==> src/rtl/frame_pack_ctrl_pkg.sv <==
// Shared types and defaults for the UART-word frame packing controller.
// Holds the FSM state enumeration, the parameter defaults and a counter-width helper.
package frame_pack_ctrl_pkg;

  typedef enum logic [1:0] {
    ST_IDLE  = 2'd0,
    ST_FILL  = 2'd1,
    ST_HOLD  = 2'd2,
    ST_FLUSH = 2'd3
  } state_t;

  localparam int FRAME_WORDS_DEF = 240;
  localparam int TIMEOUT_CYC_DEF = 50000;
  localparam int DROP_MAX        = 255;

  // Bits needed to hold values 0..max_val without wrapping.
  function automatic int cnt_width(input int max_val);
    return (max_val < 2) ? 1 : $clog2(max_val + 1);
  endfunction

endpackage

==> src/rtl/frame_idle_timer.sv <==
// Counts consecutive idle cycles while a frame is filling.
// expired is high during the cycle in which the idle count (including the current cycle) reaches TIMEOUT_CYC-1.
module frame_idle_timer
  import frame_pack_ctrl_pkg::*;
#(
  parameter int TIMEOUT_CYC = TIMEOUT_CYC_DEF
) (
  input  logic clk,
  input  logic rst,
  input  logic clear,
  input  logic run,
  output logic expired
);

  localparam int            CW   = cnt_width(TIMEOUT_CYC);
  localparam logic [CW-1:0] LAST = CW'(TIMEOUT_CYC - 2);

  // r_cnt holds the number of idle cycles already completed before this one.
  logic [CW-1:0] r_cnt;

  always_ff @(posedge clk) begin
    if (rst || clear) begin
      r_cnt <= '0;
    end else if (run && (r_cnt != LAST)) begin
      r_cnt <= r_cnt + CW'(1);
    end
  end

  assign expired = run && (r_cnt == LAST);

endmodule

==> src/rtl/frame_pack_ctrl.sv <==
// Gathers FRAME_WORDS 16-bit words into an external packer, holds the full frame
// until acknowledged, and aborts a stalled frame after an idle timeout.
module frame_pack_ctrl
  import frame_pack_ctrl_pkg::*;
#(
  parameter int FRAME_WORDS = FRAME_WORDS_DEF,
  parameter int TIMEOUT_CYC = TIMEOUT_CYC_DEF
) (
  input  logic        clk,
  input  logic        rst,
  input  logic [15:0] word_in,
  input  logic        word_valid,
  output logic        word_ready,
  output logic [15:0] pk_data,
  output logic        pk_valid,
  output logic        pk_en,
  output logic        frame_valid,
  input  logic        frame_ack,
  output logic        frame_err,
  output logic [7:0]  word_cnt,
  output logic [7:0]  drop_cnt,
  output state_t      dbg_state
);

  localparam int             WCW     = cnt_width(FRAME_WORDS);
  localparam logic [WCW-1:0] WC_LAST = WCW'(FRAME_WORDS - 1);

  state_t         r_state;
  state_t         w_state_nxt;
  logic [WCW-1:0] r_word_cnt;
  logic [7:0]     r_drop_cnt;
  logic           r_post_rst;
  logic           r_frame_err;

  logic w_accept_ok;
  logic w_hs;
  logic w_last;
  logic w_expired;
  logic w_tmr_clear;
  logic w_tmr_run;

  // Handshake: a word transfers on a cycle where word_valid and word_ready are both high;
  // word_ready never depends on word_valid, and an offer with word_ready low is dropped and counted.
  assign w_accept_ok = !rst && !r_post_rst && ((r_state == ST_IDLE) || (r_state == ST_FILL));
  assign w_hs        = word_valid && w_accept_ok;
  assign w_last      = w_hs && (r_word_cnt == WC_LAST);

  assign w_tmr_clear = w_hs || (r_state != ST_FILL);
  assign w_tmr_run   = (r_state == ST_FILL) && !w_hs;

  frame_idle_timer #(
    .TIMEOUT_CYC (TIMEOUT_CYC)
  ) u_idle_timer (
    .clk     (clk),
    .rst     (rst),
    .clear   (w_tmr_clear),
    .run     (w_tmr_run),
    .expired (w_expired)
  );

  always_ff @(posedge clk) begin
    if (rst) begin
      r_state <= ST_IDLE;
    end else begin
      r_state <= w_state_nxt;
    end
  end

  always_comb begin
    w_state_nxt = r_state;
    case (r_state)
      ST_IDLE: begin
        if (w_hs) w_state_nxt = w_last ? ST_HOLD : ST_FILL;
      end
      ST_FILL: begin
        if (w_hs) begin
          w_state_nxt = w_last ? ST_HOLD : ST_FILL;
        end else if (w_expired) begin
          w_state_nxt = ST_FLUSH;
        end
      end
      ST_HOLD: begin
        if (frame_ack) w_state_nxt = ST_FLUSH;
      end
      ST_FLUSH: begin
        w_state_nxt = ST_IDLE;
      end
      default: begin
        w_state_nxt = ST_IDLE;
      end
    endcase
  end

  // The cycle right after reset release behaves like FLUSH so the packer drops stale data.
  always_comb begin
    word_ready  = w_accept_ok;
    frame_valid = (r_state == ST_HOLD);
    pk_data     = '0;
    pk_valid    = 1'b0;
    pk_en       = 1'b0;
    if (!rst) begin
      if (r_post_rst || (r_state == ST_FLUSH)) begin
        pk_valid = 1'b1;
      end else if (w_hs) begin
        pk_data  = word_in;
        pk_valid = 1'b1;
        pk_en    = 1'b1;
      end
    end
  end

  always_ff @(posedge clk) begin
    if (rst) begin
      r_word_cnt  <= '0;
      r_drop_cnt  <= '0;
      r_post_rst  <= 1'b1;
      r_frame_err <= 1'b0;
    end else begin
      r_post_rst  <= 1'b0;
      r_frame_err <= w_expired;
      if (r_state == ST_FLUSH) begin
        r_word_cnt <= '0;
      end else if (w_hs) begin
        r_word_cnt <= r_word_cnt + WCW'(1);
      end
      if (word_valid && !w_accept_ok && (r_drop_cnt != 8'(DROP_MAX))) begin
        r_drop_cnt <= r_drop_cnt + 8'd1;
      end
    end
  end

  assign word_cnt  = 8'(r_word_cnt);
  assign drop_cnt  = r_drop_cnt;
  assign frame_err = r_frame_err;
  assign dbg_state = r_state;

endmodule

==> config.mk <==
export PLATFORM = sky130hd
export DESIGN_NAME = frame_pack_ctrl
export DESIGN_NICKNAME = d
export VERILOG_FILES = /design/src/rtl/frame_pack_ctrl_pkg.sv /design/src/rtl/frame_idle_timer.sv /design/src/rtl/frame_pack_ctrl.sv
export SDC_FILE = /design/constraint.sdc
export NUM_CORES = 1
export LEC_CHECK = 0
export ABC_AREA = 1
export ABC_CLOCK_PERIOD_IN_PS = 1350
export CORE_ASPECT_RATIO = 0.6
export CORE_MARGIN = 1
export CORE_UTILIZATION = 57
export CTS_BUF_LIST = sky130_fd_sc_hd__clkbuf_16
export DETAILED_ROUTE_END_ITERATION = 8
export DONT_BUFFER_PORTS = 1
export MAX_ROUTING_LAYER = met4
export PLACE_DENSITY = 0.87
export SYNTH_ARGS = -nofsm -noshare
export SYNTH_HDL_FRONTEND = slang
export SYNTH_SLANG_ARGS = --single-unit
==> constraint.sdc <==
create_clock -name clk -period 1.35 [get_ports clk]
set_input_delay 0.2025 -clock clk [delete_from_list [all_inputs] [get_ports clk]]
set_output_delay 0.2025 -clock clk [all_outputs]
set_load 0.01 [all_outputs]
==> results.ini, run 1 <==
[status]
status = stopped before the end
lastStage = 5_1_grt
tool.error = [ERROR GRT-0232] Routing congestion too high. Check the congestion heatmap in the GUI.

[grt]
grt.overflow.total = 123
grt_max_degree = 24
grt_usage_pct = 81.9

[logic_synthesis]
synth_edf_count = 0
ys_warn_count = 0
ys_seq_area_share_pct = 33.0
synthCells = 348
syn_avg_cell_area_um2 = 6.28
synth_area_um2 = 2180
ys_types = 26
synth-main-ff-cell = dfxtp_1
yosys_register_bits = 36
synth_nets = 372
async_flop_share_pct = 0

[sta]
worst-ep-kind = top-level output
crit_endpoint = pk_data[8]

[die]
pin_count = 59
die_h_um = 50.0
initial_core_util_pct = 63.4
rows = 16
die_w_um = 81.9

[placement]
gp_congestion = 0.984
hpwl_um = 4490
dp.cells = 432
portBuffers = 0

[cts]
cts.path.max_buffers = 2
cts_sinks = 36
cts_max_level = 2
cts_root_buffer = clkbuf_16
numCtsBuffers = 5

-- layer usage --
| layer | GRT usage (%) | GRT overflow |
|---|---|---|
| met1 | 82.0 | 0 |
| met2 | 97.8 | 62 |
| met3 | 49.6 | 0 |
| met4 | 99.1 | 61 |
| met5 | - | - |
-- timing repair --
| item | CTS |
|---|---|
| setup buffers | 4 |
| cloned | 1 |
| pin swaps | 18 |
| hold endpoints to repair | 7 |
| gates resized for setup | 43 |
| endpoints found under the setup margin | 48 |
| hold buffers | 1 |
-- cells in the mapped netlist (3+ instances only) --
cell     number  area share (%)
nand2_1      93              16
nor2_1       55             9.5
inv_1        50             8.6
dfxtp_1      36              33
a21oi_1      29             6.6
nand3_1      25             5.7
xor2_1       10             4.0
o21ai_0       7             1.6
nand4_1       6             1.7
a21oi_2       5             2.0
ha_1          4             2.3
nor2_2        4             1.1
buf_6         3             1.5
nand2_2       3            0.86
-- per-stage QoR --
step	utilization, %	setup slack (ps)	cell area, um2
after floorplan	-	16.1	2190
after global placement	74.9	-14.1	2580
after detailed placement	74.9	-102	2580
after CTS	84.7	-101	2920
-- cell families after synthesis --
kind of cell             after synthesis  synth area share, %
buffers and inverters                 59                 11.3
XOR/XNOR                              11                 4.41
AND/OR/NAND/NOR                      193                 37.6
flip-flops                            36                 33.0
AO/OA/AOI/OAI                         45                 11.4
adder cells (fa/ha/maj)                4                 2.29
==> run 2: changes to the inputs <==
==> config.mk (replaced) <==
export PLATFORM = sky130hd
export DESIGN_NAME = frame_pack_ctrl
export DESIGN_NICKNAME = d
export VERILOG_FILES = /design/src/rtl/frame_pack_ctrl_pkg.sv /design/src/rtl/frame_idle_timer.sv /design/src/rtl/frame_pack_ctrl.sv
export SDC_FILE = /design/constraint.sdc
export NUM_CORES = 1
export LEC_CHECK = 0
export ABC_AREA = 1
export ABC_CLOCK_PERIOD_IN_PS = 1750
export CORE_MARGIN = 1
export CORE_UTILIZATION = 40
export DETAILED_ROUTE_END_ITERATION = 8
export DONT_BUFFER_PORTS = 1
export PLACE_DENSITY_LB_ADDON = 0.15
export SYNTH_ARGS = -nofsm -noshare
export SYNTH_HDL_FRONTEND = slang
export SYNTH_SLANG_ARGS = --single-unit
==> constraint.sdc (replaced) <==
create_clock -name clk -period 1.75 [get_ports clk]
set_input_delay 0.2625 -clock clk [delete_from_list [all_inputs] [get_ports clk]]
set_output_delay 0.2625 -clock clk [all_outputs]
set_load 0.01 [all_outputs]
==> run 2 against run 1 <==
Against the previous run:
- synthesized cell count stayed put
- the flow now finishes without violations
- synthesized area stayed put
==> results.ini, run 2 <==
[status]
status = finished clean

[grt]
grt.overflow.total = 0
grt_usage_pct = 17.7
grt_pass1_vias = 1886
grt_max_degree = 27
grt_pass1_wl_um = 8380
antenna_found_initial = 0

[cts]
cts.clk_slew.worst_paths_ps = 80
cts_max_level = 2  ; unchanged
cts.path.max_buffers = 2  ; unchanged
worstSkewPairLatency_ps = 290
cts_sinks = 36  ; unchanged
cts_root_buffer = clkbuf_8
numCtsBuffers = 5  ; unchanged
cts_tree = done
ctsResizeCount = 0  ; -100%

[sta]
drv_slew = 0
finalSetupViolations = 0
period_share_pct = 92.2
rsz0062_at_grt = no
fin_skew_ps = 6.10
hold_slack_ps = 26.9
hold_viol_final = 0
tns_ps = 0
maxClockFrequency_mhz = 620
fin_ws_ps = 136
period_needed_ps = 1610
relSlewSlack_pct = 75.5
worst_pin_slew_ps = 366

[power_and_ir_drop]
p_leak_nw = 0.964
p_per_area_nw_per_um2 = 664
irDropWorstVdd_mv = 0.585
power.total_mw = 1.60

[final_layout]
final_common_cell = nand2_1
layout.nets = 384
mostFrequentLayoutCells = nand2_1, nor2_1, inv_1, dfxtp_1, a21oi_1
fin_cells = 431
final_cell_area_um2 = 2410
regMostFlops = u_idle_timer.r_cnt
postLayoutCoreUtil_pct = 46.6
multiInputGateArea_um2 = 1220
drive_gt1_share_pct = 9.70
seqCellArea_um2 = 721
fillerInstances = 563
diodes = 0
largest_register_ffs = 16
synthToLayoutAreaGrowth_pct = 10.4

[placement]
portBuffers = 0  ; unchanged
dpl_cell_area_um2 = 2300  ; -11%
dp.cells = 422  ; -2.3%
gp_congestion = 0.856  ; -13%
pre_cts_ws_ps = 284  ; +386 ps
hpwl_um = 3560  ; -21%

[setup_path]
end_kind = output port
slowest_delay_ps = 320
crit_path_end = pk_valid
cpMaxStageDelayCell = dfxtp_1
timing.rr.start = dbg_state[1]$_SDFFE_PP0P_
worstSetupStartpoint = dbg_state[1]$_SDFFE_PP0P_
worstPathCellList = nor2_2, nand3_4, buf_4, a21oi_1
cp.depth = 4
reg2reg_setup_slack_ps = 290
path_class = flip-flop to output port
startpoint_type = flip-flop
r2r_cells = 7
cp.required_ps = 1490
critPathArrivalTime_ps = 1350
cp_max_fo = 26
path_buf_inv = 1
reg2reg_to = u_idle_timer.r_cnt[15]$_SDFFE_PP0P_
cpLargestDelayFamily = flip-flops

[logic_synthesis]
yosys_register_bits = 36  ; unchanged
ys_types = 26  ; unchanged
ys_seq_area_share_pct = 33.0  ; unchanged
async_flop_share_pct = 0  ; unchanged
synth_area_um2 = 2180  ; unchanged
synthTopCellsByArea = dfxtp_1, nand2_1, nor2_1
syn_avg_cell_area_um2 = 6.28  ; unchanged
synthTopCellsByCount = nand2_1, nor2_1, inv_1
synth_top_area_share_pct = 33.0  ; unchanged
synthCells = 348  ; unchanged
synth.largest_area_cell = dfxtp_1
synth_nets = 372  ; unchanged
ys_warn_count = 0  ; unchanged
synth-main-ff-cell = dfxtp_1
synth_edf_count = 0  ; unchanged
synth.most_common_cell = nand2_1

[routing]
firstDrtPassIters = 4
drt_wl_total_um = 4820
drt_iter0_markers = 70
ant_nets = 0
via_per_inst = 4.87
wl_per_cell_um = 11.2
drc = 0
vias = 2097

[worst_hold_path]
hold_class = input port to flip-flop

[die]
pin_count = 59  ; unchanged
die_w_um = 75.9  ; -7.4%
die_h_um = 75.9  ; +52%
core_um2 = 5170
rows = 26  ; +10
die_area_um2 = 5760
initial_core_util_pct = 42.2  ; -21 points

[job]
drv.max_cap_violation_count = 0

-- run 2: worst min-delay path by stage --
stage / startpoint / end / slack [ps] / depth (start not counted)
after floorplan: rst / r_post_rst$_DFF_P_ / 290 / 0
after global placement: rst / r_post_rst$_DFF_P_ / 290 / 0
after detailed placement: rst / r_post_rst$_DFF_P_ / 290 / 0
after CTS: rst / drop_cnt[4]$_SDFFE_PP0P_ / 10 / 1
after global routing: rst / drop_cnt[3]$_SDFFE_PP0P_ / 5 / 1
final: rst / drop_cnt[4]$_SDFFE_PP0P_ / 30 / 1
-- run 2: logic make-up (layout without fill, tap and decap cells) --
kind of cell	after synthesis	after routing	synth area share [%]
simple gates	193	193	37.6
buf+inv	59	72	11.3
compound gates	45	45	11.4
flops	36	36	33.0
xor+xnor	11	11	4.41
fa+ha+maj	4	4	2.29
-- run 2: worst register-to-register path: cells and delay by family, from the launching register on --
family	cells	cell delay [ps]
and+or+nand+nor	4	600
AOI/OAI and AO/OA	1	60
DFF	1	320
buffers and inverters	2	360
-- run 2: layout make-up --
type | count | share of cell area, %
Clock inverter | 2 | 0.623
Tap cell | 70 | 3.63
Sequential cell | 36 | 29.9
Inverter | 52 | 8.10
Clock buffer | 6 | 3.43
Timing Repair Buffer | 12 | 3.84
Multi-Input combinational cell | 253 | 50.5
-- run 2: per-layer routing --
metal	part of all wire [%]	vias to the layer above	routed length, um	track usage [%]
met4	0.60	0	29	5.19
met3	4.9	4	236	4.58
met5	0	-	0	0
li1	-	1102	-	-
met2	44	48	2120	30.5
met1	50	943	2430	21.6
-- run 2: timing repair --
action                                 4_1_cts  5_1_grt
hold buffers                                 1        0
buffers inserted                             0        0
endpoints found under the hold margin        1        0
-- run 2: power breakdown --
group | switching, mW | internal (mW)
sequential | 0.00914 | 0.830
clock | 0.322 | 0.319
combinational | 0.0830 | 0.0378
total | 0.414 | 1.19
(Power assumes the default switching activity.)
==> run 3: changes to the inputs <==
--- a/config.mk
+++ b/config.mk
@@ -5,7 +5,6 @@
 export SDC_FILE = /design/constraint.sdc
 export NUM_CORES = 1
 export LEC_CHECK = 0
-export ABC_AREA = 1
 export ABC_CLOCK_PERIOD_IN_PS = 1750
 export CORE_MARGIN = 1
 export CORE_UTILIZATION = 40
==> run 3 against run 2 <==
Against the previous run:
- maximum frequency shrank 8.1%
- sequential share of layout area grew 2.8 points
- clock skew grew 1.8 ps
- combinational power shrank 17%
- clock power shrank 13%
- worst setup slack lost 140 ps
- register-to-register slack lost 300 ps
- sequential cell count is the same
- the run now ends with setup timing left
- synthesized area shrank 18%
- wire length shrank 12%
- largest power group unchanged
==> results.ini, run 3 <==
[setup_path]
crit_path_end = u_idle_timer.r_cnt[1]$_SDFFE_PP0P_
cp_max_fo = 4  ; -85%
startpoint_type = flip-flop
critPathArrivalTime_ps = 1930  ; +580 ps
cp.required_ps = 1930  ; +440 ps
reg2reg_setup_slack_ps = -6  ; -300 ps
worstSetupStartpoint = u_idle_timer.r_cnt[0]$_SDFFE_PP0P_
timing.rr.start = u_idle_timer.r_cnt[0]$_SDFFE_PP0P_
r2r_cells = 6  ; -1
end_kind = flip-flop
reg2reg_to = u_idle_timer.r_cnt[1]$_SDFFE_PP0P_
path_class = flip-flop to flip-flop

[cts]
cts_tree = done
cts_max_level = 2  ; unchanged
cts_sinks = 36  ; unchanged
cts_root_buffer = clkbuf_8
numCtsBuffers = 5  ; unchanged
cts.path.max_buffers = 2  ; unchanged
worstSkewPairLatency_ps = 290  ; about the same
cts.clk_slew.worst_paths_ps = 70  ; about the same

[final_layout]
layout.nets = 269  ; -30%
final_cell_area_um2 = 2240  ; -7.0%
drive_gt1_share_pct = 26.5  ; +17 points
regMostFlops = u_idle_timer.r_cnt
diodes = 0  ; unchanged
mostFrequentLayoutCells = buf_4, dfxtp_1, nor2_1, a21oi_1, nand2_1
synthToLayoutAreaGrowth_pct = 24.6
largest_register_ffs = 16  ; unchanged

[logic_synthesis]
ys_warn_count = 0  ; unchanged
async_flop_share_pct = 0  ; unchanged
ys_seq_area_share_pct = 40.1  ; +7.1 points
yosys_register_bits = 36  ; unchanged
synthTopCellsByCount = dfxtp_1, nor2_1, and2_1
synth.largest_area_cell = dfxtp_1
synth.most_common_cell = dfxtp_1
synth_nets = 237  ; -36%
ys_types = 43  ; +65%
synth_edf_count = 0  ; unchanged
synthCells = 213  ; -39%
synthTopCellsByArea = dfxtp_1, and2_1, nor2_1
synth_area_um2 = 1800  ; -18%
synth-main-ff-cell = dfxtp_1
syn_avg_cell_area_um2 = 8.45  ; +35%
synth_top_area_share_pct = 40.1  ; +7.1 points

[power_and_ir_drop]
irDropWorstVdd_mv = 0.452  ; -23%
p_int_mw = 1.14  ; -3.6%
p_clk_share_pct = 37.4  ; -2.6 points
p_leak_nw = 0.800  ; -17%
swShare_pct = 23.7  ; -2.2 points
p_seq_share_pct = 55.9  ; +3.5 points
p_per_area_nw_per_um2 = 668  ; +0.65%
p_sw_uw = 355  ; -14%
pwr-share-comb_pct = 6.8  ; -0.7 points

[grt]
antenna_found_initial = 0  ; unchanged
grt_usage_pct = 18.4  ; +0.73 points
grt_pass1_vias = 1530  ; -19%
grt_max_degree = 20  ; -26%
grt_pass1_wl_um = 7220  ; -14%
grt.overflow.total = 0  ; unchanged

[routing]
wl_per_cell_um = 14.2  ; +27%
ant_nets = 0  ; unchanged
drt_wl_total_um = 4220  ; -12%
via_per_inst = 5.56  ; +14%
vias = 1650  ; -21%
firstDrtPassIters = 4  ; unchanged
drc = 0  ; unchanged
drt_iter0_markers = 41  ; -41%

[worst_hold_path]
hold_class = input port to flip-flop

[sta]
hold_viol_final = 0  ; unchanged
fin_ws_ps = -6.04  ; -142 ps
drv_slew = 0  ; unchanged
fin_skew_ps = 7.91  ; +1.81 ps
finalSetupViolations = 3  ; +3
period_share_pct = 100  ; +8.1 points
worst_pin_slew_ps = 497  ; +132 ps
relSlewSlack_pct = 66.6  ; -9.0 points
maxClockFrequency_mhz = 569  ; -8.1%
period_needed_ps = 1760  ; +142 ps
hold_slack_ps = 43.8  ; +16.9 ps
rsz0062_at_grt = yes

[placement]
hpwl_um = 3120  ; -13%
portBuffers = 0  ; unchanged
gp_congestion = 0.811  ; -5.3%
dpl_cell_area_um2 = 2050  ; -11%

[status]
violations = setup timing
status = complete, but fails checks

[die]
pin_count = 59  ; unchanged
die_h_um = 69.1  ; -9.0%
initial_core_util_pct = 41.6  ; -0.63 points
die_w_um = 69.1  ; -9.0%
die_area_um2 = 4770  ; -17%
rows = 24  ; -7.7%
core_um2 = 4320  ; -16%

[job]
drv.max_cap_violation_count = 0  ; unchanged

run 3: per-layer routing:
metal  part of all wire (%)  wire length, um  global-route usage [%]
met5                      0                0                       0
met4                   0.64               27                    6.12
met3                    4.4              187                    5.70
met2                     50             2120                    30.6
met1                     45             1890                    22.6
run 3: final cells by class:
type	instances	area, um2
inverter	6	22.5
clock buffer	5	68.8
fill	432	2080
timing repair buffer	33	258
tap	52	65.1
sequential	36	733
clock inverter	2	12.5
multi-input combinational	163	1080
run 3: power groups by stage:
| stage | combinational (mW) | sequential (mW) | clock, mW |
|---|---|---|---|
| after CTS | 0.0959 | 0.840 | 0.582 |
| after global routing | 0.110 | 0.838 | 0.619 |
| after floorplan | 0.0599 | 0.862 | 0 |
| final | 0.101 | 0.837 | 0.560 |
| after detailed placement | 0.0860 | 0.859 | 0 |
| after global placement | 0.0842 | 0.858 | 0 |
run 3: logic make-up (layout without fill, tap and decap cells):
family | count (synthesis) | count (layout) | synth area share [%]
buffers and inverters | 14 | 46 | 2.99
AND/OR/NAND/NOR | 101 | 101 | 32.3
AO/OA/AOI/OAI | 43 | 43 | 14.4
multiplexers | 2 | 2 | 1.11
adder cells (fa/ha/maj) | 4 | 4 | 2.78
XOR/XNOR | 13 | 13 | 6.33
flip-flops | 36 | 36 | 40.1
run 3: worst min-delay path by stage:
stage / to / slack [ps] / from / cells after the start
2_1_floorplan: r_post_rst$_DFF_P_ / 290 / rst / 0
3_3_place_gp: r_post_rst$_DFF_P_ / 290 / rst / 0
3_5_place_dp: r_post_rst$_DFF_P_ / 290 / rst / 0
4_1_cts: drop_cnt[6]$_SDFFE_PP0P_ / 30 / rst / 1
5_1_grt: drop_cnt[5]$_SDFFE_PP0P_ / 20 / rst / 1
6_report: drop_cnt[5]$_SDFFE_PP0P_ / 40 / rst / 1
run 3: metrics by stage:
stage                     setup slack (ps)  instances  power (mW)  TNS (ps)  utilization [%]
after floorplan                       22.3        213       0.922         0                -
after global placement               -4.09        285       0.942     -4.09             47.5
after detailed placement             -69.7        285       0.945      -164             47.5
after CTS                            -17.0        296        1.52     -17.0             50.9
after global routing                 -84.2        297        1.57      -306             51.9
final                                -6.04        297        1.50     -13.6             51.9
run 3: what timing repair did:
item,CTS,global route
hold buffers,1,0
gates resized for setup,13,14
gates cloned,2,0
pin swaps,1,4
setup endpoints to repair,22,16
endpoints found under the hold margin,1,0
setup buffers,1,1
run 3: worst max-delay path: stages (launching register included):
cell and delay, ps:
dfxtp_4 360, inv_2 50, ha_1 130, or3b_4 380, or4_4 570, nor2_2 110
a211oi_2 50
==> run 4: changes to the inputs <==
--- a/config.mk
+++ b/config.mk
@@ -11,6 +11,7 @@
 export DETAILED_ROUTE_END_ITERATION = 8
 export DONT_BUFFER_PORTS = 1
 export PLACE_DENSITY_LB_ADDON = 0.15
+export SETUP_SLACK_MARGIN = 0.05
 export SYNTH_ARGS = -nofsm -noshare
 export SYNTH_HDL_FRONTEND = slang
 export SYNTH_SLANG_ARGS = --single-unit
==> run 4 against run 3 <==
Against the previous run:
- cell area rose by 8.6%
- clock power rose by 9.8%
- die area did not move
- register-to-register slack got worse by 20 ps
- sequential power barely moved
- via count rose by 8.1%
- wire length rose by 11%
- the run still ends with setup timing left
- sequential cell count did not move
- utilization rose by 4.5 points
==> results.ini, run 4 (synthesis gave the netlist of run 3 again) <==
[grt]
grt_usage_pct = 18.8  ; +0.34 points
grt_max_degree = 20  ; unchanged
grt_pass1_wl_um = 7340  ; +1.6%
grt_pass1_vias = 1655  ; +8.2%
antenna_found_initial = 0  ; unchanged
grt.overflow.total = 0  ; unchanged

[sta]
rsz0062_at_grt = yes
period_needed_ps = 1780  ; +23.5 ps
period_share_pct = 102  ; +1.3 points
hold_viol_final = 0  ; unchanged
worst_pin_slew_ps = 494  ; -3.35 ps
maxClockFrequency_mhz = 562  ; -1.3%
fin_skew_ps = 9.30  ; +1.39 ps
fin_ws_ps = -29.5  ; -23.5 ps
hold_slack_ps = 35.9  ; -7.94 ps
relSlewSlack_pct = 67.0  ; +0.44 points
drv_slew = 0  ; unchanged
tns_ps = -79.0  ; -65.3 ps
finalSetupViolations = 3  ; unchanged

[status]
violations = setup timing
status = complete, but fails checks

[final_layout]
final_common_cell = buf_4
diodes = 0  ; unchanged
mostFrequentLayoutCells = buf_4, dfxtp_1, nor2_1, and2_4
drive_gt1_share_pct = 38.1  ; +12 points
fin_cells = 309  ; +4.0%
layout.nets = 280  ; +4.1%
synthToLayoutAreaGrowth_pct = 35.3
postLayoutCoreUtil_pct = 56.3  ; +4.5 points
final_cell_area_um2 = 2430  ; +8.6%
largest_register_ffs = 16  ; unchanged
regMostFlops = u_idle_timer.r_cnt

[power_and_ir_drop]
p_seq_share_pct = 53.7  ; -2.2 points
swShare_pct = 23.2  ; -0.48 points
p_clk_share_pct = 39.4  ; +2.0 points
p_leak_nw = 0.880  ; +10%
pwr-share-comb_pct = 6.9  ; about the same
p_per_area_nw_per_um2 = 641  ; -4.1%
p_int_mw = 1.20  ; +4.8%
irDropWorstVdd_mv = 0.486  ; +7.5%
p_sw_uw = 362  ; +2.0%

[routing]
drt_wl_total_um = 4680  ; +11%
ant_nets = 0  ; unchanged
firstDrtPassIters = 4  ; unchanged
drc = 0  ; unchanged
drt_iter0_markers = 48  ; +17%
via_per_inst = 5.77  ; +3.9%
wl_per_cell_um = 15.1  ; +6.5%
vias = 1783  ; +8.1%

[placement]
gp_congestion = 0.765  ; -5.6%
dpl_cell_area_um2 = 2070  ; +0.73%
dp.cells = 285  ; unchanged
portBuffers = 0  ; unchanged
hpwl_um = 3260  ; +4.8%

[setup_path]
end_kind = flip-flop
cpMaxStageDelayCell = or4_4
critPathArrivalTime_ps = 1990  ; +60 ps
reg2reg_setup_slack_ps = -30  ; -20 ps
cp_max_fo = 4  ; unchanged
timing.rr.start = u_idle_timer.r_cnt[0]$_SDFFE_PP0P_
r2r_cells = 5  ; -1
startpoint_type = flip-flop
cp.required_ps = 1960  ; +30 ps
slowest_delay_ps = 540  ; -30 ps
path_class = flip-flop to flip-flop
reg2reg_to = u_idle_timer.r_cnt[1]$_SDFFE_PP0P_
worstPathCellList = inv_2, ha_1, or3b_4, or4_4, a211oi_2

[cts]
cts_root_buffer = clkbuf_8
cts_tree = done
cts.clk_slew.worst_paths_ps = 80  ; about the same
cts.path.max_buffers = 2  ; unchanged
cts_max_level = 2  ; unchanged
worstSkewPairLatency_ps = 290  ; about the same
numCtsBuffers = 5  ; unchanged
cts_sinks = 36  ; unchanged

[die]
core_um2 = 4320  ; unchanged
initial_core_util_pct = 41.6  ; unchanged
die_area_um2 = 4770  ; unchanged
pin_count = 59  ; unchanged
die_w_um = 69.1  ; unchanged
die_h_um = 69.1  ; unchanged
rows = 24  ; unchanged

[worst_hold_path]
holdPathEnd = drop_cnt[6]$_SDFFE_PP0P_
hold_depth = 1  ; unchanged
hold_class = input port to flip-flop
worstHoldStart = rst

[job]
drv.max_cap_violation_count = 0  ; unchanged

run 4: timing repair:
action	CTS	global route
pin swaps	9	20
hold buffers	1	0
buffers inserted	5	9
cloned	2	0
hold endpoints to repair	1	0
gates resized for setup	38	15
setup endpoints to repair	27	30
run 4: worst max path at each step:
stage | startpoint | endpoint | slack [ps] | cells past startpoint
2_1_floorplan | dbg_state[1]$_SDFFE_PP0P_ | dbg_state[0]$_SDFFE_PP0P_ | 40 | 5
3_3_place_gp | u_idle_timer.r_cnt[15]$_SDFFE_PP0P_ | u_idle_timer.r_cnt[1]$_SDFFE_PP0P_ | 30 | 3
3_5_place_dp | u_idle_timer.r_cnt[0]$_SDFFE_PP0P_ | u_idle_timer.r_cnt[14]$_SDFFE_PP0P_ | -60 | 5
4_1_cts | u_idle_timer.r_cnt[0]$_SDFFE_PP0P_ | u_idle_timer.r_cnt[1]$_SDFFE_PP0P_ | -20 | 5
5_1_grt | u_idle_timer.r_cnt[0]$_SDFFE_PP0P_ | u_idle_timer.r_cnt[2]$_SDFFE_PP0P_ | -80 | 6
6_report | u_idle_timer.r_cnt[0]$_SDFFE_PP0P_ | u_idle_timer.r_cnt[1]$_SDFFE_PP0P_ | -30 | 5
run 4: power groups by stage:
stage / combinational (mW) / sequential [mW] / clock, mW
after floorplan: 0.0605 / 0.862 / 0
after global placement: 0.0771 / 0.861 / 0
after detailed placement: 0.0787 / 0.862 / 0
after CTS: 0.100 / 0.840 / 0.630
after global routing: 0.116 / 0.839 / 0.673
final: 0.108 / 0.838 / 0.615
run 4: critical path: cells and delay by family, from the launching register on:
kind                       cells  cell delay (ps)
AOI/OAI and AO/OA              1              220
buffers and inverters          1               60
and+or+nand+nor                2              920
DFF                            1              370
adders and majority gates      1              140
run 4: cell type report:
| cell class | instances | area [um2] |
|---|---|---|
| fillers | 419 | 1890 |
| flip-flops and latches | 36 | 746 |
| repair buffers | 44 | 355 |
| clock inverters | 1 | 7.51 |
| well taps | 52 | 65.1 |
| clock buffers | 7 | 86.3 |
| inverters | 6 | 22.5 |
| multi-input cells | 163 | 1150 |
run 4: through the flow:
stage	total power, mW	setup slack, ps
after global placement	0.938	26.2
after global routing	1.63	-77.7
after detailed placement	0.940	-64.3
after floorplan	0.923	44.9
after CTS	1.57	-16.4
final	1.56	-29.5
run 4: routing by layer:
layer,GRT usage (%),share of wire (%)
met1,20.4,42
met2,35.1,52
met3,4.82,3.8
met4,6.12,2.1
met5,0,0
